`config.mk`:
```
export PLATFORM = sky130hd
export DESIGN_NAME = period_detector
export DESIGN_NICKNAME = d
export VERILOG_FILES = /design/src/rtl/period_detector.sv
export SDC_FILE = /design/constraint.sdc
export NUM_CORES = 1
export LEC_CHECK = 0
export CAP_MARGIN = 20
export CORE_MARGIN = 5
export CORE_UTILIZATION = 55
export DETAILED_ROUTE_END_ITERATION = 6
export PLACE_DENSITY = 0.78
export SYNTH_ARGS = -nofsm -noshare
export SYNTH_HDL_FRONTEND = slang
export SYNTH_SLANG_ARGS = --single-unit
export TNS_END_PERCENT = 30
```
`constraint.sdc`:
```
create_clock -name clk -period 7.6 [get_ports clk]
set_input_delay 1.52 -clock clk [delete_from_list [all_inputs] [get_ports clk]]
set_output_delay 1.52 -clock clk [all_outputs]
set_load 0.005 [all_outputs]
```
`src/rtl/period_detector.sv`:
```
`default_nettype none
// ============================================================================
//  Module      : period_detector
//  Description : Measures the period of an oscillator phase-count ramp.
//                A ramp restart (count falls below its previous value) marks
//                a cycle boundary. The period is declared locked once two
//                consecutive measured periods agree, and the lock is dropped
//                when a mismatching period arrives. If no boundary is seen
//                for TIMEOUT_MAX cycles, loss-of-signal is flagged.
//  Revision    : 1.0 - initial release
// ============================================================================
module period_detector #(
    parameter logic [15:0] TIMEOUT_MAX = 16'hFFFF
) (
    input  logic        clk,
    input  logic        n_rst,
    input  logic [15:0] count,
    input  logic        enable,
    input  logic        clear,
    output logic [15:0] period,
    output logic        period_valid,
    output logic        locked,
    output logic        timeout
);

    typedef enum logic [2:0] {
        S_IDLE    = 3'd0,
        S_SEARCH  = 3'd1,
        S_MEASURE = 3'd2,
        S_CONFIRM = 3'd3,
        S_LOCKED  = 3'd4
    } state_t;

    state_t      r_state;
    logic [15:0] r_count_d;
    logic [15:0] r_cnt;
    logic [15:0] r_cand;

    logic        w_wrap;
    logic [15:0] w_meas;
    logic        w_timeout_hit;

    // A ramp restart is the only event that marks a cycle boundary.
    assign w_wrap        = (count < r_count_d);
    // The running counter holds the cycles elapsed since the previous boundary.
    assign w_meas        = r_cnt;
    // Loss-of-signal only when the counter saturates without a boundary now.
    assign w_timeout_hit = (r_cnt == TIMEOUT_MAX) && !w_wrap;

    // Delay the count stream by one cycle for boundary detection.
    always_ff @(posedge clk or negedge n_rst) begin
        if (!n_rst) begin
            r_count_d <= 16'd0;
        end else begin
            r_count_d <= count;
        end
    end

    // Free-running cycle counter: restart at 1 on each boundary, saturate.
    always_ff @(posedge clk or negedge n_rst) begin
        if (!n_rst) begin
            r_cnt <= 16'd0;
        end else if (w_wrap) begin
            r_cnt <= 16'd1;
        end else if (r_cnt != TIMEOUT_MAX) begin
            r_cnt <= r_cnt + 16'd1;
        end
    end

    // Acquisition state machine with registered outputs.
    always_ff @(posedge clk or negedge n_rst) begin
        if (!n_rst) begin
            r_state      <= S_IDLE;
            r_cand       <= 16'd0;
            period       <= 16'd0;
            period_valid <= 1'b0;
            locked       <= 1'b0;
            timeout      <= 1'b0;
        end else begin
            // Strobes are single-cycle unless re-asserted below.
            period_valid <= 1'b0;
            timeout      <= 1'b0;

            if (!enable) begin
                // Disabling discards all acquisition history.
                r_state <= S_IDLE;
                r_cand  <= 16'd0;
                period  <= 16'd0;
                locked  <= 1'b0;
            end else if (clear) begin
                // Restart acquisition; a coincident boundary is ignored.
                r_state <= S_SEARCH;
                r_cand  <= 16'd0;
                period  <= 16'd0;
                locked  <= 1'b0;
            end else begin
                case (r_state)
                    S_IDLE: begin
                        r_state <= S_SEARCH;
                        locked  <= 1'b0;
                    end

                    S_SEARCH: begin
                        // The first boundary only starts a measurement; the
                        // partial interval before it is meaningless.
                        if (w_wrap) begin
                            r_state <= S_MEASURE;
                        end
                    end

                    S_MEASURE: begin
                        if (w_timeout_hit) begin
                            r_state <= S_SEARCH;
                            period  <= 16'd0;
                            timeout <= 1'b1;
                        end else if (w_wrap) begin
                            r_state <= S_CONFIRM;
                            r_cand  <= w_meas;
                        end
                    end

                    S_CONFIRM: begin
                        if (w_timeout_hit) begin
                            r_state <= S_SEARCH;
                            period  <= 16'd0;
                            timeout <= 1'b1;
                        end else if (w_wrap) begin
                            if (w_meas == r_cand) begin
                                r_state      <= S_LOCKED;
                                period       <= w_meas;
                                period_valid <= 1'b1;
                                locked       <= 1'b1;
                            end else begin
                                // Keep chasing: the newest period becomes
                                // the candidate to confirm.
                                r_cand <= w_meas;
                            end
                        end
                    end

                    S_LOCKED: begin
                        if (w_timeout_hit) begin
                            r_state <= S_SEARCH;
                            period  <= 16'd0;
                            locked  <= 1'b0;
                            timeout <= 1'b1;
                        end else if (w_wrap) begin
                            if (w_meas == period) begin
                                period_valid <= 1'b1;
                            end else begin
                                // Period output holds its last locked value
                                // while the new candidate is confirmed.
                                r_state <= S_CONFIRM;
                                r_cand  <= w_meas;
                                locked  <= 1'b0;
                            end
                        end
                    end

                    default: begin
                        r_state <= S_IDLE;
                        locked  <= 1'b0;
                    end
                endcase
            end
        end
    end

endmodule
`default_nettype wire

```
==> results.yml, run 1 <==
global_route:
  grt.busiest_layer: "met2"
  grt_pass1_wl_mm: 13.3
  grt_pass1_vias: 2742
  grtUsageMet2: 0.328
  antenna_found_initial: 0
  grt_max_degree: 71
  grt_usage: 0.193
  grt-ovfl-total: 0
  met3_usage: 0.0434
  gr-usage-met1: 0.244
clocking:
  cts.clk_slew.worst_paths_ns: 0.07
  cts_buffers: 9
  cts_resized: 0
  clkLatencyLatePin_ns: 0.35
  cts.sinks: 70
  postCtsSetupBuffers: 0
  cts_root_buf: "clkbuf_8"
  cts_tree: "yes"
  cts_hold_buf: 0
  htreeDepth: 3
  cts_buffer_depth: 2
setup_path:
  worstPathRequired_ns: 7.88
  crit_path_max_fanout: 9
  start_kind: "primary input"
  r2r_slack_ns: 4.35
  end_kind: "register"
  critPathKind: "in -> reg"
  arrival_ns: 4.79
synthesis:
  synth_nets: 399
  synth_ff_type: "dfrtp_1"
  synth_area_um2: 3790
  avgSynthCellArea_um2: 10.4
  async_flop_share: 1.00
  yosysSeqAreaShare: 0.462
  postSynthCellCount: 363
  ys_seq_elements: 70
  yosysUniqueCellTypes: 49
  synth_edf_count: 0
  yosys_warnings: 0
cells_and_area:
  fin_area_um2: 4310
  multi_input_area_um2: 1760
  finish.net_count: 425
  num_antenna_cells: 0
  regArea_um2: 1750
  layout_commonest_cell: "dfrtp_1"
  final_cell_mix: "dfrtp_1 (70), nor2_1 (39), xor2_1 (37), clkdlybuf4s50_1 (37), inv_1 (21)"
  drive_gt1_frac: 0.0736
  area_growth_pct: 13.6
  nFillCells: 534
min_path:
  hp-class: "reg -> reg"
routing:
  avgRoutedWirePerCell_um: 16.6
  firstDrtPassIters: 5
  vias: 2739
  post-route-drc-count: 0
  first_iter_violations: 146
  ant_nets: 0
  wirelength_mm: 7.88
  viasPerCell: 5.78
run:
  max-cap-violations: 0
sta:
  fin_tns_setup_ns: 0
  rsz0062_at_grt: "false"
  relSlewSlack: 0.309
  period_share: 0.594
  max_freq_mhz: 222
  period_needed_ns: 4.51
  hold_viol: 0
  worst_pin_slew_ns: 1.03
  setup_viol: 0
  finalMaxSlewViolations: 0
  finClkSkew_ns: 0.0101
pwr:
  max-vdd-ir-drop_uv: 123
  p_per_area_nw_per_um2: 198
  power.leakage_uw: 0.00204
placed_design:
  place_area_um2: 4090
  gp_congestion: 0.851
  dp_hpwl_mm: 5.57
  io_buffers: 38
die:
  die_area_um2: 8650
  initial_core_util: 0.561
  core_area_um2: 6760
  die_h_um: 93.0
  rows: 30
  die_x_um: 93.0
  ios: 39
outcome:
  status: "completed"
-- registers in the layout, indices dropped and copies added (netlist names) --
signal / count
period: 16
r_cand: 16
r_cnt: 16
r_count_d: 16
r_state: 3
locked: 1
period_valid: 1
timeout: 1
-- Yosys cell counts, types with 9 or more instances --
library cell  number  area share
nand2_1           17       0.017
dfrtp_1           70        0.46
nor3_1            11       0.015
ha_1              16       0.053
xor2_1            37       0.086
clkbuf_1          10      0.0099
a22o_1            16       0.037
xnor2_1            9       0.021
mux2i_1           17       0.045
nor2_1            39       0.039
nor4_1            13       0.021
inv_1             21       0.021
nand4_1           10       0.017
-- routing by layer --
metal / vias up / wire [um]
li1: 1309 / -
met1: 1352 / 3460
met2: 72 / 3910
met3: 6 / 428
met4: 0 / 80
met5: - / 0
-- metrics by stage --
stage | utilization | total power (uW) | hold slack, ns | worst slack, ns | std cells
after floorplan | - | 512 | 0.506 | 3.85 | 363
after global placement | 0.606 | 542 | 0.520 | 2.81 | 457
after detailed placement | 0.606 | 545 | 0.529 | 2.74 | 457
after CTS | 0.637 | 859 | 0.548 | 3.11 | 473
after global routing | 0.637 | 892 | 0.578 | 2.93 | 474
final | 0.637 | 853 | 0.542 | 3.09 | 474
-- path summary, 6_finish.rpt --
| kind | start | end | depth (start not counted) |
|---|---|---|---|
| min in group asynchronous | n_rst | r_count_d[5] | 2 |
| max reg2reg | r_count_d[14] | period[7] | 10 |
| min | r_cand[14] | r_cand[14] | 2 |
| max in group asynchronous | n_rst | r_cnt[3] | 2 |
| max | count[14] | period[7] | 10 |
| min reg2reg | r_cand[14] | r_cand[14] | 2 |
-- where the power goes --
group	total [uW]	switching (uW)	internal, uW
Sequential	402	18.2	384
Clock	312	142	169
Combinational	139	80.5	58.8
-- cell families after synthesis --
group / count (synthesis) / share of synthesized area
and+or+nand+nor: 120 / 0.168
DFF: 70 / 0.462
muxes: 18 / 0.0479
xor gates and xnor gates: 46 / 0.106
AOI/OAI and AO/OA: 45 / 0.0905
adders and majority gates: 16 / 0.0528
buffers and inverters: 48 / 0.0723
-- layout make-up --
type | instances | area share
Multi-Input combinational cell | 245 | 0.410
Sequential cell | 70 | 0.407
Timing Repair Buffer | 42 | 0.0936
Clock buffer | 11 | 0.0352
Tap cell | 80 | 0.0232
Inverter | 21 | 0.0183
Clock inverter | 5 | 0.0134
-- worst max-delay path: stages --
cell and delay, ns:
clkdlybuf4s50_1 0.43, ha_1 0.33, nand4_1 0.19, nor4_1 0.32, a311o_1 0.25, or2_1 0.36, nor2_1 0.09, nor3_1 0.83
buf_4 0.31, a22o_1 0.15
No activity file was read; power rests on OpenSTA's default activity.
==> inputs of run 2 (changes only) <==
==> constraint.sdc (replaced) <==
create_clock -name clk -period 4.4 [get_ports clk]
set_input_delay 0.88 -clock clk [delete_from_list [all_inputs] [get_ports clk]]
set_output_delay 0.88 -clock clk [all_outputs]
set_load 0.005 [all_outputs]
==> results.yml, run 2 (same netlist as run 1, synthesis figures left out) <==
setup_path:
  end_kind: "register"
  reg2reg_depth: 9
  critPathKind: "in -> reg"
  cp_slowest_stage_delay_ns: 0.54
  critPathSlowestCell: "nor4_4"
  cp_cell_sequence: "clkdlybuf4s50_1 -> ha_1 -> o21ai_0 -> a21oi_1 -> a311o_1 -> or2_1 -> nor4_4 -> buf_4 -> a22o_1"
  crit_path_max_fanout: 9
  worstPathRequired_ns: 4.68
  arrival_ns: 3.63
  r2r_slack_ns: 1.68
  start_kind: "primary input"
clocking:
  cts_root_buf: "clkbuf_8"
  postCtsSetupBuffers: 0
  clkLatencyLatePin_ns: 0.35
  cts_tree: "yes"
  cts_buffer_depth: 2
  cts_resized: 0
  cts_buffers: 9
  cts_hold_buf: 0
  cts.sinks: 70
  cts.clk_slew.worst_paths_ns: 0.07
  htreeDepth: 3
die:
  die_x_um: 93.0
  die_h_um: 93.0
  initial_core_util: 0.561
  rows: 30
  core_area_um2: 6760
  ios: 39
  die_area_um2: 8650
pwr:
  power.leakage_uw: 0.00202
  p_switching_uw: 426
  p_seq_frac: 0.495
  cell_internal_pwr_uw: 974
  combPwrFrac: 0.172
  max-vdd-ir-drop_uv: 178
  switching_share: 0.304
  pwr-share-clk: 0.333
  p_per_area_nw_per_um2: 326
routing:
  vias: 2738
  viasPerCell: 5.74
  wirelength_mm: 7.86
  firstDrtPassIters: 4
  ant_nets: 0
  avgRoutedWirePerCell_um: 16.5
  post-route-drc-count: 0
  first_iter_violations: 93
sta:
  worst_pin_slew_ns: 0.855
  rsz0062_at_grt: "false"
  hold_viol: 0
  relSlewSlack: 0.424
  period_share: 0.762
  finClkSkew_ns: 0.00929
  setup_viol: 0
  fin_tns_setup_ns: 0
  finalMaxSlewViolations: 0
  period_needed_ns: 3.35
  max_freq_mhz: 298
cells_and_area:
  num_antenna_cells: 0
  finish.net_count: 428
  multi_input_area_um2: 1760
  drive_gt1_frac: 0.0781
  nFillCells: 550
  final_cell_mix: "dfrtp_1 (70), nor2_1 (39), xor2_1 (37), clkdlybuf4s50_1 (37), inv_1 (21)"
  layout_commonest_cell: "dfrtp_1"
  fin_cells: 477
  regArea_um2: 1750
  area_growth_pct: 13.3
global_route:
  grt_pass1_vias: 2828
  grt-ovfl-total: 0
  grt_max_degree: 40
  grt_usage: 0.196
  antenna_found_initial: 0
  grt_pass1_wl_mm: 13.4
outcome:
  status: "completed"
min_path:
  hold_depth: 2
  hp-class: "reg -> reg"
run:
  max-cap-violations: 0
placed_design:
  placed_cells: 460
  io_buffers: 38
  dp_hpwl_mm: 5.70
  gp_congestion: 0.867
run 2: cell types whose count changed in the layout (fill, tap and decap cells not counted):
cell,previous run,this run
clkinvlp_4,0,4
buf_4,3,6
clkbuf_8,11,9
clkinv_2,2,0
bufinv_16,1,0
clkbuf_1,0,1
clkinv_4,2,1
inv_6,0,1
run 2: metal layers:
layer	vias up	global-route usage	wire, um
li1	1322	-	-
met2	68	0.322	3890
met3	15	0.0306	353
met1	1333	0.260	3480
met5	-	0	0
met4	0	0.0818	133
run 2: final cells by class:
class	count	area share
Clock buffer	10	0.0297
Clock inverter	6	0.0111
Inverter	21	0.0184
Multi-Input combinational cell	245	0.411
Sequential cell	70	0.408
Tap cell	80	0.0233
Timing Repair Buffer	45	0.0990
run 2: path summary, 6_finish.rpt:
check | from | to
worst max-delay path | count[2] | period[11]
worst min-delay path | r_cand[2] | r_cand[2]
worst max register to register | r_count_d[5] | period[11]
worst min register to register | r_cand[2] | r_cand[2]
max in group asynchronous | n_rst | r_cand[1]
min in group asynchronous | n_rst | r_count_d[6]
run 2: stage by stage:
step	setup WS (ns)	hold WS (ns)	power (uW)	utilization	area [um2]
6_report	1.05	0.549	1400	0.636	4300
2_1_floorplan	1.29	0.506	884	-	3790
3_3_place_gp	0.742	0.521	938	0.609	4120
5_1_grt	0.752	0.567	1470	0.636	4300
3_5_place_dp	0.702	0.533	944	0.609	4120
4_1_cts	1.04	0.551	1410	0.635	4290
run 2: worst max-delay path: cells and delay by family:
family / cells / cell delay [ns]
AOI/OAI and AO/OA: 4 / 0.81
buffers and inverters: 2 / 0.71
adders and majority gates: 1 / 0.30
and+or+nand+nor: 2 / 0.93
run 2: power groups by stage:
stage / sequential, uW / clock [uW] / combinational, uW
finish: 694 / 466 / 241
global route: 697 / 506 / 269
CTS: 693 / 473 / 242
detailed placement: 705 / 0 / 239
global placement: 703 / 0 / 235
floorplan: 682 / 0 / 202
==> inputs of run 3 (changes only) <==
==> constraint.sdc (replaced) <==
create_clock -name clk -period 3.2 [get_ports clk]
set_input_delay 0.64 -clock clk [delete_from_list [all_inputs] [get_ports clk]]
set_output_delay 0.64 -clock clk [all_outputs]
set_load 0.005 [all_outputs]
==> results.yml, run 3 (same netlist as run 1, synthesis figures left out) <==
cells_and_area:
  regArea_um2: 1750
  drive_gt1_frac: 0.110
  fin_area_um2: 4450
  final_util: 0.658
  layout_commonest_cell: "dfrtp_1"
  final_cell_mix: "dfrtp_1 (70), nor2_1 (39), xor2_1 (37), clkdlybuf4s50_1 (37), inv_1 (21)"
  num_antenna_cells: 0
  multi_input_area_um2: 1770
  area_growth_pct: 17.4
  finish.net_count: 442
  nFillCells: 518
routing:
  dr_wl_met2_mm: 4.27
  dr.max_layer_used: "met4"
  avgRoutedWirePerCell_um: 17.1
  post-route-drc-count: 0
  ant_nets: 0
  wl_met1_mm: 3.56
  first_iter_violations: 130
  wirelength_mm: 8.38
  viasPerCell: 5.81
  dr_wl_met3_um: 385
  vias: 2845
  firstDrtPassIters: 4
clocking:
  cts.sinks: 70
  clkLatencyLatePin_ns: 0.34
  htreeDepth: 3
  cts_buffers: 9
  postCtsSetupBuffers: 0
  cts_root_buf: "clkbuf_8"
  cts_hold_buf: 0
  cts.clk_slew.worst_paths_ns: 0.07
  cts_buffer_depth: 2
  cts_tree: "yes"
die:
  die_area_um2: 8650
  rows: 30
  die_h_um: 93.0
  core_area_um2: 6760
  die_x_um: 93.0
  ios: 39
  initial_core_util: 0.561
sta:
  worst_pin_slew_ns: 0.685
  period_share: 0.940
  rsz0062_at_grt: "false"
  hold_viol: 0
  setup_viol: 0
  max_freq_mhz: 332
  relSlewSlack: 0.539
  finClkSkew_ns: 0.00639
  period_needed_ns: 3.01
  finalMaxSlewViolations: 0
placed_design:
  io_buffers: 38
  dp_hpwl_mm: 6.17
  place_area_um2: 4250
  gp_congestion: 0.861
global_route:
  grt_pass1_vias: 2930
  grt_usage: 0.211
  antenna_found_initial: 0
  grt-ovfl-total: 0
  grt_pass1_wl_mm: 14.2
  grt_max_degree: 32
setup_path:
  critPathKind: "in -> reg"
  r2r_slack_ns: 0.58
  crit_buf_inv: 2
  arrival_ns: 3.24
  timing.rr.end: "r_state[0]"
  cp_slowest_stage_delay_ns: 0.43
  cp_cell_sequence: "clkdlybuf4s50_1 -> ha_1 -> a211oi_1 -> nor4_2 -> a311o_1 -> or2_1 -> nor3_4 -> buf_12 -> mux2i_1 -> nor2_1"
  start_kind: "primary input"
  reg2reg_depth: 7
  end_kind: "register"
  crit_path_max_fanout: 16
  critPathSlowestCell: "clkdlybuf4s50_1"
  worstPathRequired_ns: 3.43
  critPathTopFamily: "simple AND/OR/NAND/NOR gates"
  r2r_start: "r_cnt[4]"
pwr:
  max-vdd-ir-drop_uv: 214
  p_per_area_nw_per_um2: 456
  power.leakage_uw: 0.00212
  finalPower_uw: 2030
outcome:
  status: "completed"
min_path:
  hp-class: "in -> async"
run:
  max-cap-violations: 0
-- run 3: power by group --
part           leakage, uW  internal [uW]  switching [uW]  total, uW
Combinational      0.00109            175             209        384
Clock            0.0000952            375             328        702
Sequential        0.000933            911            32.2        944
Total              0.00212           1460             569       2030
-- run 3: through the flow --
step | hold WS, ns | TNS (ns) | setup WS (ns) | std cells
global route | 0.376 | 0 | 0.0347 | 490
global placement | 0.520 | -2.18 | -0.120 | 475
CTS | 0.348 | 0 | 0.183 | 490
detailed placement | 0.534 | -4.60 | -0.160 | 475
floorplan | 0.344 | 0 | 0.330 | 363
finish | 0.332 | 0 | 0.191 | 490
-- run 3: layout make-up --
class,count,area share
Clock buffer,11,0.0318
Inverter,21,0.0177
Tap cell,80,0.0225
Multi-Input combinational cell,245,0.398
Sequential cell,70,0.394
Timing Repair Buffer,59,0.125
Clock inverter,4,0.0107
-- run 3: worst max path at each step --
stage               slack [ns]       from  depth (start not counted)         end
floorplan                 0.33   count[1]                          9  r_cand[10]
global placement         -0.12  count[14]                          9      locked
detailed placement       -0.16  count[14]                          9      locked
CTS                       0.18  count[14]                          9      locked
global route              0.03   count[5]                          9  r_state[0]
finish                    0.19   count[5]                         10  r_cand[10]
-- run 3: per-layer routing --
metal / up-vias / global-route usage
li1: 1350 / -
met1: 1408 / 0.256
met2: 73 / 0.358
met3: 14 / 0.0499
met4: 0 / 0.0879
met5: - / 0
-- run 3: timing repair --
item	4_1_cts	5_1_grt
setup endpoints to repair	0	17
endpoints found under the hold margin	0	0
gates resized for setup	0	1
